**config.mk**
```make
export PLATFORM = sky130hd
export DESIGN_NAME = wave_layer_engine
export DESIGN_NICKNAME = d
export VERILOG_FILES = /design/src/rtl/wave_layer_engine.sv
export SDC_FILE = /design/constraint.sdc
export NUM_CORES = 1
export LEC_CHECK = 0
export CORE_ASPECT_RATIO = 2
export CORE_MARGIN = 2
export CORE_UTILIZATION = 58
export DETAILED_ROUTE_END_ITERATION = 10
export GPL_ROUTABILITY_DRIVEN = 0
export PLACE_DENSITY_LB_ADDON = 0.3
export SLEW_MARGIN = 20
export SYNTH_ARGS = -nofsm -noshare
export SYNTH_HDL_FRONTEND = slang
export SYNTH_SLANG_ARGS = --single-unit
```
**constraint.sdc**
```tcl
create_clock -name clk -period 3.15 [get_ports clk]
set_input_delay 0.63 -clock clk [delete_from_list [all_inputs] [get_ports clk]]
set_output_delay 0.63 -clock clk [all_outputs]
set_load 0.1 [all_outputs]
```
**src/rtl/wave_layer_engine.sv**
```systemverilog
// wave_layer_engine: parallax sine-wave layers under an overlay band.
// Two-stage registered pixel pipeline, animated by a v_sync-driven counter.
module wave_layer_engine #(
  parameter int LAYERS     = 2,
  parameter int CW         = 2,
  parameter int FRAME_W    = 10,
  parameter int BASE_SHIFT = 3,
  parameter int ROW_OFF    = 3,
  parameter int OVL_H      = 32,
  parameter logic [LAYERS*3*CW-1:0] LAYER_RGB =
    {6'b00_11_11, 6'b00_01_10}
) (
  input  logic          clk,
  input  logic          rst_n,
  input  logic [9:0]    x,
  input  logic [9:0]    y,
  input  logic          frame_active,
  input  logic          v_sync,
  input  logic          pause,
  output logic [CW-1:0] r,
  output logic [CW-1:0] g,
  output logic [CW-1:0] b,
  output logic          frame_tick
);

  localparam int PW = 3 * CW;
  localparam logic [10:0] OVL_LIM = 11'(OVL_H);

  localparam logic [4:0] SIN [64] = '{
    5'd16, 5'd17, 5'd19, 5'd20, 5'd21, 5'd23, 5'd24, 5'd25,
    5'd26, 5'd27, 5'd28, 5'd29, 5'd30, 5'd30, 5'd31, 5'd31,
    5'd31, 5'd31, 5'd31, 5'd30, 5'd30, 5'd29, 5'd28, 5'd27,
    5'd26, 5'd25, 5'd24, 5'd23, 5'd21, 5'd20, 5'd19, 5'd17,
    5'd16, 5'd14, 5'd12, 5'd11, 5'd10, 5'd8,  5'd7,  5'd6,
    5'd5,  5'd4,  5'd3,  5'd2,  5'd1,  5'd1,  5'd0,  5'd0,
    5'd0,  5'd0,  5'd0,  5'd1,  5'd1,  5'd2,  5'd3,  5'd4,
    5'd5,  5'd6,  5'd7,  5'd8,  5'd10, 5'd11, 5'd12, 5'd14
  };

  logic               vs_q;
  logic               vs_edge;
  logic [FRAME_W-1:0] ctr;

  logic [5:0]  idx_d [LAYERS];
  logic [5:0]  row_d [LAYERS];
  logic [5:0]  idx_q [LAYERS];
  logic [5:0]  row_q [LAYERS];
  logic        g0_q;
  logic        gn_q;
  logic        ovl_q;
  logic        fa_q;
  logic [PW-1:0] oc_d;
  logic [PW-1:0] oc_q;
  logic [PW-1:0] pix_d;

  // Column index into the sine table for layer k (scrolled, scaled).
  function automatic logic [5:0] idx_of(
    input logic [9:0]         px,
    input logic [FRAME_W-1:0] c,
    input int                 k
  );
    logic [31:0] off;
    logic [9:0]  sum;
    off = 32'(c) << k;
    sum = px + off[9:0];
    return 6'(sum >> (BASE_SHIFT - k));
  endfunction

  // Row within layer k's band, modulo 64.
  function automatic logic [5:0] row_of(
    input logic [9:0] py,
    input int         k
  );
    logic [9:0] t;
    t = py >> (BASE_SHIFT - k + 1);
    return 6'(t - 10'(ROW_OFF));
  endfunction

  assign vs_edge = v_sync & ~vs_q;

  // Frame counter: one tick per v_sync rising edge, pause freezes it.
  always_ff @(posedge clk) begin
    if (!rst_n) begin
      vs_q       <= 1'b0;
      ctr        <= '0;
      frame_tick <= 1'b0;
    end else begin
      vs_q       <= v_sync;
      frame_tick <= vs_edge;
      if (vs_edge && !pause)
        ctr <= ctr + 1'b1;
    end
  end

  // Stage 1 address math for every layer plus overlay colour.
  always_comb begin
    for (int k = 0; k < LAYERS; k++) begin
      idx_d[k] = idx_of(x, ctr, k);
      row_d[k] = row_of(y, k);
    end
    oc_d = {{CW{ctr[7]}}, {CW{ctr[6]}}, {CW{ctr[5]}}};
  end

  // Stage 1 register: pixel geometry sampled with the current ctr.
  always_ff @(posedge clk) begin
    if (!rst_n) begin
      for (int k = 0; k < LAYERS; k++) begin
        idx_q[k] <= '0;
        row_q[k] <= '0;
      end
      g0_q  <= 1'b0;
      gn_q  <= 1'b0;
      ovl_q <= 1'b0;
      fa_q  <= 1'b0;
      oc_q  <= '0;
    end else begin
      for (int k = 0; k < LAYERS; k++) begin
        idx_q[k] <= idx_d[k];
        row_q[k] <= row_d[k];
      end
      g0_q  <= x[0] ^ y[0];
      gn_q  <= x[0] & y[0];
      ovl_q <= {1'b0, y} < OVL_LIM;
      fa_q  <= frame_active;
      oc_q  <= oc_d;
    end
  end

  // Stage 2 lookup, fill test and front-to-back priority select.
  always_comb begin
    pix_d = '0;
    for (int k = LAYERS - 1; k >= 0; k--) begin
      if (!row_q[k][5] &&
          (row_q[k][4:0] >= SIN[idx_q[k]]) &&
          ((k == 0) ? g0_q : gn_q))
        pix_d = LAYER_RGB[(LAYERS-k)*PW-1 -: PW];
    end
    if (ovl_q)
      pix_d = oc_q;
    if (!fa_q)
      pix_d = '0;
  end

  // Stage 2 register: colour outputs.
  always_ff @(posedge clk) begin
    if (!rst_n)
      {r, g, b} <= '0;
    else
      {r, g, b} <= pix_d;
  end

endmodule

```
# Word-level counts from Yosys, hierarchy flattened

Memory sizes are Yosys's and may differ from the RTL's.
Cells that the tools add are included.

Add/subtract/negate cells: 5
Order comparisons: 5
Multiplexer cells: 13
Bitwise logic cells: 10
Reductions and logical operators: 9

Operator list:

| cell                  | number |
|---|---|
| $mux 6                | 6 |
| $mux 5                | 4 |
| $ge 7x7->1 const B    | 2 |
| $not 6->7             | 2 |
| $sub 6x2->6 const B   | 2 |
| $add 10x1->10 const B | 1 |
| $ge 5x5->1            | 2 |
| $lt 10x6->1 const B   | 1 |
| $add 9x9->9           | 1 |
| $add 8x8->8           | 1 |
| $logic_and 1x1->1     | 5 |
| $or 1x1->1            | 4 |
| $logic_not 1->1       | 3 |
| $mux 3                | 1 |
| $and 1x1->1           | 2 |
| $mux 1                | 2 |
| $reduce_and 2->1      | 1 |
| $not 1->1             | 1 |
| $xor 1x1->1           | 1 |

Register bits: 27
RAM bits: 24
Memory bits (read-only): 640
Input bits: 25
Memories: 4

Memory list:

| memory          | words | width | rd ports | clocked after memory_dff | write ports | line | source |
|---|---|---|---|---|---|---|---|
| (no name shown) | 64    | 5     | 1        | 0                        | 0           | 134  | `(row_q[k][4:0] >= SIN[idx_q[k]]) &&` |
| (no name shown) | 64    | 5     | 1        | 0                        | 0           | 134  |  |
| idx_q           | 2     | 6     | 2        | 0                        | 2           | 46   | `logic [5:0] idx_q [LAYERS];` |
| row_q           | 2     | 6     | 2        | 0                        | 2           | 47   | `logic [5:0] row_q [LAYERS];` |

# Depth between registers and ports, before layout

An unclocked memory read counts as a cell.

Depth in word-level cells: 11
Gate-level depth with buffers: 11

# Worst setup path after synthesis

Ideal clock, no wire load.

Path kind: register to register
From: mem idx_q[0][1]
To: reg b[1]
Library setup time: 0.151 ns
Arrival time: 2.607 ns
Required time: 2.999 ns
Path slack: 0.392 ns
Cell stages (with the launch flop): 12
Buffers on the path: 0
Clock period less this slack: 2.758 ns
Cell sequence: dfxtp_1 > inv_1 > ha_1 > nor2_1 > a21oi_1 > a21oi_1 > mux4_2 > ha_1 > o21ai_0 > a21oi_1 > o41ai_1 > o211ai_1

RTL lines:

| item                   | line | source |
|---|---|---|
| start: declaration     | 46   |  |
| end signal: assignment | 149  | `{r, g, b} <= pix_d;` |
| end: declaration       | 22   | `output logic [CW-1:0] b,` |

==> impl_results.md <==
- Status: finished, final reports clean
- Hold-fix buffer count after cts: 0
- Quantity of I/O buffers inserted on ports: 28
- Root Buffer Master: clkbuf_16
- Setup Buffers After CTS: 0
- Data arrival time of the critical path: 3050 ps
- Number of synthesized register bits: 47
- Count of synthesis-stage warnings from yosys: 0
- Most frequently used flop master after synthesis: dfxtp_1
- Type of the worst min-delay path: flop to flop
- Number of enable-type register cells in the synthesized netlist: 0
- Clock network latency to the later pin of the worst-skew pair: 290 ps
- Logic depth of the worst register-to-register path: 12
- Iteration-0 DRC count of the detailed router: 150
- Combined area of all synthesized cells: 0.00337 sq mm
- Maximum clock insertion buffer count: 2
- Required arrival time at the worst endpoint: 3310 ps
- Post-detailed-route DRC marker count: 0
- Number of global-route vias before repair: 2,741
- Total Negative Setup Slacks: 0 ps
- Fin Clk Skew: 9.25 ps
- Clock Sinks: 47
- Critical Setup Path Class: flop to flop
- R2r setup slk: approximately 260 ps
- TritonRoute pass-1 iters: 5
- Number of buffers created by CTS: 5
- Routed Antenna Nets: 0
- Synth-to-Final Area Change: 12.4%
- Width of the die: 57.9 microns
- Worst slack at placement: between 200 and 250 ps
- Number of diodes: 0
- Average vias per placed instance: 6.04
- Power density relative to cell area: 395 mW/mm^2
- Fraction of synthesized cell area taken by the top area cell type: 0.279
- Leading area contributor after synthesis: dfxtp_1
- Routed WL per cell: between 15 and 20 microns
- Resized cells post-CTS: 0
- Wire length of the first global-routing pass: 11,700 microns
- Vertical extent of the die: approximately 110 microns
- Largest net degree at the start of global routing: 52
- Worst Max-Slew Pin Slew: 673 ps
- Total wirelength of the detailed-routed design: 7070 microns
- Total cell area at the placement stage: 0.00363 sq mm
- Number of fillers in the final layout: ~500
- Net count of the mapped netlist: around 450
- Start point of the worst hold path: oc_q[4]
- Share of final-layout standard cells stronger than drive strength 1: 0.0813
- Final std cell area, no fill: 0.00379 sq mm
- Initial Utilization: 0.595
- Kind of end point of the critical path: flop
- Count of endpoints failing setup in the final report: 0
- IO Pins: 32
- Final WS setup: about 260 ps
- Area of the placeable core: 0.00566 sq mm
- Avg Synthesized Cell Area: 8.75 sq um
- Slew margin rel.: 0.551
- Sort of element at the start of the critical path: flop
- RSZ-0062 raised after global routing: false
- Post-layout utilization of the core: 0.669
- Max frequency: approximately 350 MHz
- Global-route usage over all layers: 0.230
- Hold Vio Cnt, Final: 0
- Placed wire-length estimate: about 5300 microns
- Number of stages on the worst hold path: 1
- Synth area leaders: dfxtp_1, ha_1, and2_1
- Final critical path time including I/O delays and setup: 2890 ps
- Flip-flop and latch area: 942 sq um
- Die Footprint: roughly 0.0065 sq mm
- Antenna violations before repair: 0
- P_leak: 1.67 nW
- Sink of the worst hold path: r[0]
- Area taken by multi-input logic gates: 0.00225 sq mm
- Overflow left after global routing: 0
- Post-synthesis async set-or-reset flop share: 0
- Fraction of the yosys area taken by sequential cells: 0.279
- Share of the cycle needed by the critical path after routing: 0.918
- Standard-cell rows: 39
- Final count of pins violating max slew: 0
- TritonCTS clock tree: built
- H-tree depth reported by CTS: 2
- Number of distinct library cell variants in the gate-level netlist after synthesis: 59
- Post-synthesis instance total: 385
- IR drop worst, VDD: 0.533 mV
- Reg-to-reg critical path startpoint: idx_q[0][0]
- Vias: 2,820
- Total Power Consumption: approximately 1.5 mW
- Number of max-cap violations: 0
- Reg clk slew, reported paths: 60 ps
- Post-layout nets: 474
- Max FO, Critical Path: 7
- Worst reg2reg path endpoint: b[1]
power by group:
group / internal, mW / switching [mW]
Clock: 0.317 / 0.215
Sequential: 0.622 / 0.0378
Combinational: 0.149 / 0.155
Total: 1.09 / 0.408
cell usage after synthesis, types with 9 or more instances:
cell type,n
nor2_1,12
inv_1,16
a21oi_1,21
o21ai_0,27
nor3_1,9
nand2_1,26
xor2_1,12
ha_1,43
nor2b_1,10
xnor2_1,11
nand2b_1,10
dfxtp_1,47
and2_1,29
cell usage in the layout (no fill, tap or decap), types with 7 or more instances in the layout:
cell type,netlist,final
a21oi_1,21,21
and2_1,29,29
and3_1,7,7
buf_4,4,11
clkdlybuf4s50_1,0,21
dfxtp_1,47,46
ha_1,43,43
inv_1,16,16
mux2i_1,7,7
nand2_1,26,26
nand2b_1,10,10
nand3_1,7,7
nor2_1,12,12
nor2b_1,10,10
nor3_1,9,9
o21ai_0,27,27
xnor2_1,11,11
xor2_1,12,12
how the worst max path moves through the flow:
stage | start | end | slack [ps] | depth (start not counted)
after floorplan | idx_q[0][1] | b[1] | 390 | 11
after global placement | idx_q[0][1] | b[1] | 310 | 12
after detailed placement | idx_q[0][1] | b[1] | 220 | 12
after CTS | idx_q[0][1] | b[1] | 200 | 12
after global routing | idx_q[0][0] | b[1] | 30 | 12
final | idx_q[0][0] | b[1] | 260 | 12
final cells by class:
cell class	instances	share of cell area
tap	61	0.0202
sequential	47	0.249
timing repair buffer	32	0.0773
clock inverter	1	0.00231
inverter	18	0.0192
clock buffer	7	0.0377
multi-input combinational	301	0.595
logic make-up after synthesis:
kind of cell,share of synthesized area
fa+ha+maj,0.166
xor+xnor,0.0598
buf+inv,0.0520
mux,0.0509
flops,0.279
simple gates,0.208
compound gates,0.184
layer usage:
metal / vias up / wire [microns] / GRT usage
met5: - / 0 / 0
met4: 0 / 263 / 0.104
met3: 19 / 247 / 0.0395
met2: 71 / 3920 / 0.440
met1: 1321 / 2640 / 0.225
li1: 1409 / - / -
flip-flops by register name (all words and copies together) (netlist names):
signal      count
idx_q          12
g               2
frame_tick      1
row_q          12
ctr             9
r               1
fa_q            1
ovl_q           1
oc_q            3
gn_q            1
vs_q            1
g0_q            1
b               2
critical path, cell delays in order (launching register included):
cell      delay (ps)
dfxtp_1          460
inv_1            140
ha_1             370
nor2_1            70
a21oi_1          170
a21oi_1           80
mux4_2           480
ha_1             280
o21ai_0          150
a21oi_1           60
o41ai_1          240
buf_4            180
o211ai_1          80
stage by stage:
step	instances	hold slack (ps)
after floorplan	385	406
after global placement	459	416
after detailed placement	459	421
after CTS	467	440
after global routing	467	458
final	467	432
No activity file was read; power rests on OpenSTA's default activity.
